$ cat config.mk
export PLATFORM = sky130hd
export DESIGN_NAME = obuffer4_drain_flat
export DESIGN_NICKNAME = d
export VERILOG_FILES = /design/src/rtl/obuffer4_drain_pkg.sv /design/src/rtl/obuffer4_drain_if.sv /design/src/rtl/obuf_col_fifo.sv /design/src/rtl/obuffer4_drain.sv /design/src/flat_wrapper.sv
export SDC_FILE = /design/constraint.sdc
export NUM_CORES = 1
export LEC_CHECK = 0
export CORE_MARGIN = 1
export CORE_UTILIZATION = 60
export CTS_BUF_LIST = sky130_fd_sc_hd__clkbuf_16
export DETAILED_ROUTE_END_ITERATION = 8
export HOLD_SLACK_MARGIN = 0.02
export PLACE_DENSITY_LB_ADDON = 0.08
export SETUP_SLACK_MARGIN = 0.2
export SYNTH_ARGS = -nofsm -noshare
export SYNTH_HDL_FRONTEND = slang
export SYNTH_SLANG_ARGS = --single-unit
$ cat constraint.sdc
create_clock -name CLK -period 9.4 [get_ports CLK]
set_clock_uncertainty 0.05 [all_clocks]
set_input_delay 0.94 -clock CLK [delete_from_list [all_inputs] [get_ports CLK]]
set_output_delay 0.94 -clock CLK [all_outputs]
set_load 0.03 [all_outputs]
$ cat src/rtl/obuffer4_drain_pkg.sv
// obuffer4_drain_pkg: shared constants, FSM encoding and lane slicing helper for the output drain buffer.
package obuffer4_drain_pkg;
    localparam int NCOL  = 4;
    localparam int DST_W = 4;

    typedef enum logic [1:0] {S_IDLE, S_COLLECT, S_DONE} state_t;

    // Column 0 occupies the most significant lane of a row word.
    function automatic int lane_lsb(input int c, input int w);
        return (NCOL - 1 - c) * w;
    endfunction
endpackage

$ cat src/rtl/obuffer4_drain_if.sv
// obuffer4_drain_if: row word valid/ready drain handshake towards writeback.
interface obuffer4_drain_if
    import obuffer4_drain_pkg::*;
#(
    parameter int ACC_W = 16
);
    logic [NCOL*ACC_W-1:0] OWord;
    logic                  OWord_VALID;
    logic                  OWord_READY;

    modport master (output OWord, output OWord_VALID, input OWord_READY);
    modport slave  (input OWord, input OWord_VALID, output OWord_READY);
endinterface

$ cat src/rtl/obuf_col_fifo.sv
// obuf_col_fifo: one column result FIFO with push/pop, empty/full status and a sticky overflow flag.
module obuf_col_fifo #(
    parameter int W     = 16,
    parameter int DEPTH = 4
) (
    input  logic         CLK,
    input  logic         RSTN,
    input  logic         i_push,
    input  logic         i_pop,
    input  logic [W-1:0] i_data,
    output logic [W-1:0] o_data,
    output logic         o_empty,
    output logic         o_ovf
);
    localparam int AW = $clog2(DEPTH);

    logic [W-1:0]  r_mem [DEPTH];
    logic [AW-1:0] r_wr, r_rd;
    logic [AW:0]   r_cnt;
    logic          r_ovf;
    logic          w_full, w_wr, w_rd;

    assign o_empty = r_cnt == '0;
    assign w_full  = r_cnt == (AW+1)'(DEPTH);
    assign w_rd    = i_pop & ~o_empty;
    // A full FIFO still accepts a push when the head leaves in the same cycle.
    assign w_wr    = i_push & (~w_full | w_rd);
    assign o_data  = r_mem[r_rd];
    assign o_ovf   = r_ovf;

    always_ff @(posedge CLK or negedge RSTN) begin
        if (!RSTN) begin
            r_wr  <= '0;
            r_rd  <= '0;
            r_cnt <= '0;
            r_ovf <= 1'b0;
        end else begin
            r_wr  <= r_wr + AW'(w_wr);
            r_rd  <= r_rd + AW'(w_rd);
            r_cnt <= r_cnt + (AW+1)'(w_wr) - (AW+1)'(w_rd);
            r_ovf <= r_ovf | (i_push & w_full & ~w_rd);
        end
    end

    always_ff @(posedge CLK) begin
        if (w_wr) r_mem[r_wr] <= i_data;
    end
endmodule

$ cat src/rtl/obuffer4_drain.sv
// obuffer4_drain: de-skews 4 column result streams into row words and drains a tile over valid/ready.
// Optional OBUF_RELU_EN clamps negative elements to zero as rows load into OWord.
module obuffer4_drain
    import obuffer4_drain_pkg::*;
#(
    parameter int ACC_W  = 16,
    parameter int NROWS  = 4,
    parameter int FDEPTH = 4
) (
    input  logic                  CLK,
    input  logic                  RSTN,
    input  logic [NCOL-1:0]       OCOL_VALID,
    input  logic [NCOL*ACC_W-1:0] OROW_i,
    input  logic [DST_W-1:0]      ODST_i,
    obuffer4_drain_if.master      wb,
    output logic [DST_W-1:0]      ODST_o,
    output logic                  TILE_DONE,
    output logic                  OVF_ERR
);
    state_t                r_state, w_state_nxt;
    logic [3:0]            r_cnt;
    logic [DST_W-1:0]      r_dst;
    logic [NCOL*ACC_W-1:0] r_word, w_head, w_row;
    logic                  r_valid;
    logic [NCOL-1:0]       w_empty, w_ovf;
    logic                  w_load, w_acc;

    for (genvar c = 0; c < NCOL; c++) begin : g_col
        obuf_col_fifo #(.W(ACC_W), .DEPTH(FDEPTH)) u_fifo (
            .CLK     (CLK),
            .RSTN    (RSTN),
            .i_push  (OCOL_VALID[c]),
            .i_pop   (w_load),
            .i_data  (OROW_i[lane_lsb(c, ACC_W) +: ACC_W]),
            .o_data  (w_head[lane_lsb(c, ACC_W) +: ACC_W]),
            .o_empty (w_empty[c]),
            .o_ovf   (w_ovf[c])
        );
`ifdef OBUF_RELU_EN
        assign w_row[lane_lsb(c, ACC_W) +: ACC_W] =
            w_head[lane_lsb(c, ACC_W) + ACC_W - 1] ? '0 : w_head[lane_lsb(c, ACC_W) +: ACC_W];
`else
        assign w_row[lane_lsb(c, ACC_W) +: ACC_W] = w_head[lane_lsb(c, ACC_W) +: ACC_W];
`endif
    end

    assign w_acc          = r_valid & wb.OWord_READY;
    assign w_load         = ~|w_empty & (~r_valid | wb.OWord_READY);
    assign wb.OWord       = r_word;
    assign wb.OWord_VALID = r_valid;
    assign ODST_o         = r_dst;
    assign OVF_ERR        = |w_ovf;

    always_ff @(posedge CLK or negedge RSTN) begin
        if (!RSTN) begin
            r_state <= S_IDLE;
            r_cnt   <= '0;
            r_dst   <= '0;
            r_word  <= '0;
            r_valid <= 1'b0;
        end else begin
            r_state <= w_state_nxt;
            r_valid <= w_load | (r_valid & ~wb.OWord_READY);
            if (w_load) r_word <= w_row;
            if (r_state == S_IDLE && |OCOL_VALID) begin
                r_dst <= ODST_i;
                r_cnt <= '0;
            end else if (r_state == S_COLLECT && w_acc) begin
                r_cnt <= r_cnt + 4'd1;
            end
        end
    end

    always_comb begin
        w_state_nxt = r_state;
        TILE_DONE   = 1'b0;
        if (r_state == S_IDLE)
            w_state_nxt = |OCOL_VALID ? S_COLLECT : S_IDLE;
        else if (r_state == S_COLLECT)
            w_state_nxt = (w_acc && r_cnt == 4'(NROWS - 1)) ? S_DONE : S_COLLECT;
        else begin
            w_state_nxt = S_IDLE;
            TILE_DONE   = 1'b1;
        end
    end
endmodule

$ cat src/flat_wrapper.sv
// flat-port wrapper written by rule: the top's interface ports become plain ports
module obuffer4_drain_flat import obuffer4_drain_pkg::*;
#(
    parameter int ACC_W  = 16,
    parameter int NROWS  = 4,
    parameter int FDEPTH = 4
)
  (CLK, RSTN, OCOL_VALID, OROW_i, ODST_i, ODST_o, TILE_DONE, OVF_ERR, wb_OWord, wb_OWord_VALID, wb_OWord_READY);
  obuffer4_drain_if #(.ACC_W(ACC_W)) wb_i ();
  input  logic CLK;
  input  logic RSTN;
  input  logic [NCOL-1:0] OCOL_VALID;
  input  logic [NCOL*ACC_W-1:0] OROW_i;
  input  logic [DST_W-1:0] ODST_i;
  output logic [DST_W-1:0] ODST_o;
  output logic TILE_DONE;
  output logic OVF_ERR;
  output wire logic [$bits(wb_i.OWord)-1:0] wb_OWord;
  output wire logic [$bits(wb_i.OWord_VALID)-1:0] wb_OWord_VALID;
  input wire logic [$bits(wb_i.OWord_READY)-1:0] wb_OWord_READY;
  assign wb_OWord = wb_i.OWord;
  assign wb_OWord_VALID = wb_i.OWord_VALID;
  assign wb_i.OWord_READY = wb_OWord_READY;
  obuffer4_drain #(.ACC_W(ACC_W), .NROWS(NROWS), .FDEPTH(FDEPTH)) u_core (.CLK(CLK), .RSTN(RSTN), .OCOL_VALID(OCOL_VALID), .OROW_i(OROW_i), .ODST_i(ODST_i), .wb(wb_i), .ODST_o(ODST_o), .TILE_DONE(TILE_DONE), .OVF_ERR(OVF_ERR));
endmodule
==> reports/qor.yml <==
routed_wl_microns: 24020
worstMarginPinSlew_ns: 1.205
cts_root_buf: "clkbuf_16"
synth_area_leader_cell: "edfxtp_1"
finalMaxSlewViolations: 0
die_y_microns: 153.3
clock.fmax_mhz: 270.1
fin_crit_sh_pct: 39.39
multi_input_area_sq_um: 3248
ctsResizeCount: 0
clk_pin_slew_worst_paths_ns: 0.06
hpwl_microns: 14610
cts_num_sinks: 363
synth.cell_area_sq_um: 13730
clockBufferDepth: 3
grt_max_degree: 71
syn-mean-instance-area_sq_um: 21.25
ant_nets: 0
max_cap_violations: 0
first_pass_iters: 4
vias: 6577
grt_overflow: 0
layout_common_cells: "256 x edfxtp_1, 144 x clkdlybuf4s50_1, 107 x dfrtp_1"
outcome: "complete, no violations"
io_buffers: 145
dp.cells: 1059
holdBufCountCts: 0
antenna_found_initial: 0
clk_latency_ns: 0.50
cts_buffers: 37
start_util_pct: 62.13
crit_type: "in -> reg"
fillCellCount: 1213
worstPathMaxFanout: 70
grt_pass1_wl_microns: 39090
cts_tree: "built"
netlist.area_leader.share_pct: 56.00
ys_types: 37
die_w_microns: 153.3
synthTopCellsByArea: "edfxtp_1 56%, dfrtp_1 20%, mux4_2 11%"
layout.cells.non_filler: 1124
powerDensity_nw_per_um2: 359.5
vdd_ir_drop_max_uv: 229.6
cts_setup_buffers: 0
grt_pass1_vias: 7308
diodes: 0
critPathArrivalTime_ns: 4.07
worst_setup_path_end_kind: "flip-flop"
fin_crit_ns: 3.702
wl_per_cell_microns: 21.37
final_nets: 914
area_growth_syn_to_layout_pct: 22.30
ys_seq_area_share_pct: 75.51
dieArea_sq_um: 23490
required_ns: 9.77
leakage_nw: 6.027
htreeDepth: 2
synth-seq-cells: 363
drtIter0Drc: 303
num_rows: 54
place_congestion: 0.7457
via_per_inst: 5.851
tns_ns: 0
postSynthCellCount: 646
synth_nets: 742
ys_warn_count: 0
hold_class: "reg -> reg"
seq_area_sq_um: 10360
final_common_cell: "edfxtp_1"
maxSlewHeadroom_pct: 19.53
drive_gt1_share_pct: 26.18
final_hold_viol_count: 0
final-setup-viol-count: 0
core-area_sq_um: 22090
post-route-drc-count: 0
rsz0062_at_grt: "no"
track_usage_pct: 21.81
start_kind: "input pin"
ioPinCount: 146
p_total_mw: 6.036
[area by class of cell]
class	count	area share, %
Multi-Input combinational cell	240	19.35
Inverter	18	0.4323
Timing Repair Buffer	158	9.211
Clock buffer	37	5.515
Sequential cell	363	61.74
Tap cell	280	2.087
Clock inverter	28	1.669
[metrics by stage]
stage | area, sq um | setup WS (ns) | utilization, % | hold WS [ns]
2_1_floorplan | 13730 | 5.813 | - | 0.3780
3_3_place_gp | 15580 | 5.342 | 70.53 | 0.3949
3_5_place_dp | 15580 | 5.172 | 70.53 | 0.4088
4_1_cts | 16790 | 5.700 | 75.99 | 0.4259
5_1_grt | 16790 | 5.453 | 75.99 | 0.4520
6_report | 16790 | 5.698 | 75.99 | 0.4237
[critical path, stage by stage]
cell	delay, ns
clkdlybuf4s50_1	0.49
nand2b_1	0.34
nand2_4	0.15
inv_6	0.56
o21ai_0	0.23
ha_1	0.32
inv_1	0.06
ha_1	0.13
inv_1	0.05
fa_1	0.37
xnor2_1	0.20
xnor2_1	0.15
[logic make-up (layout without fill, tap and decap cells)]
logic type,Yosys count,after routing,share of synthesized area [%]
flip-flops,363,363,75.51
multiplexers,132,132,16.22
AND/OR/NAND/NOR,54,54,2.507
buffers and inverters,43,241,1.741
adder cells (fa/ha/maj),21,21,2.133
XOR/XNOR,19,19,1.212
AO/OA/AOI/OAI,14,14,0.6836
[path summary, 6_finish.rpt]
kind	start	slack (ns)	end	depth (start not counted)
max	wb_OWord_READY	5.70	u_core.g_col[2].u_fifo.r_cnt[2]	12
min	u_core.g_col[2].u_fifo.o_ovf	0.42	u_core.g_col[2].u_fifo.o_ovf	1
max reg2reg	u_core.g_col[0].u_fifo.r_cnt[1]	5.89	u_core.g_col[2].u_fifo.r_cnt[2]	12
min reg2reg	u_core.g_col[2].u_fifo.o_ovf	0.42	u_core.g_col[2].u_fifo.o_ovf	1
max in group asynchronous	RSTN	7.58	u_core.wb.OWord[8]	2
min in group asynchronous	RSTN	0.43	u_core.wb.OWord[21]	1
[power breakdown]
group / internal (mW) / switching, mW / total, mW / leakage [nW]
combinational: 1.04 / 0.962 / 2.00 / 1.82
clock: 0.880 / 0.564 / 1.44 / 0.606
sequential: 2.22 / 0.365 / 2.59 / 3.60
[sequential cells by signal, indices dropped and copies added (netlist names)]
name,count
u_core.g_col.u_fifo.r_cnt,12
u_core.g_col.u_fifo.r_mem,256
u_core.wb.OWord_VALID,1
u_core.r_state,2
u_core.ODST_o,4
u_core.g_col.u_fifo.r_wr,8
u_core.g_col.u_fifo.o_ovf,4
u_core.g_col.u_fifo.r_rd,8
u_core.r_cnt,4
u_core.wb.OWord,64
[cells in the mapped netlist (all sizes together)]
library cell and instances:
xor2 11, a41o 4, buf 16, mux4 64, fa 4, and4b 1, inv 18, or4 1
nor3 9, nand2b 2, clkbuf 9, nor4 2, a21oi 5, dfrtp 107, ha 17, o21ai 4
xnor2 8, nor2 8, nand2 12, nor2b 4, nor4bb 4, nor4b 4, nor3b 4, mux2 68
edfxtp 256, and3 1, a31o 1, nand4 2
[metal layers]
metal	up-vias	share of wire, %	global-route usage (%)	wire (microns)
li1	2901	-	-	-
met1	3475	42	29.23	10020
met2	167	52	37.29	12390
met3	34	5.1	3.828	1235
met4	0	1.5	5.964	371
met5	-	0	0	0
Power figures use the tool's default switching activity.
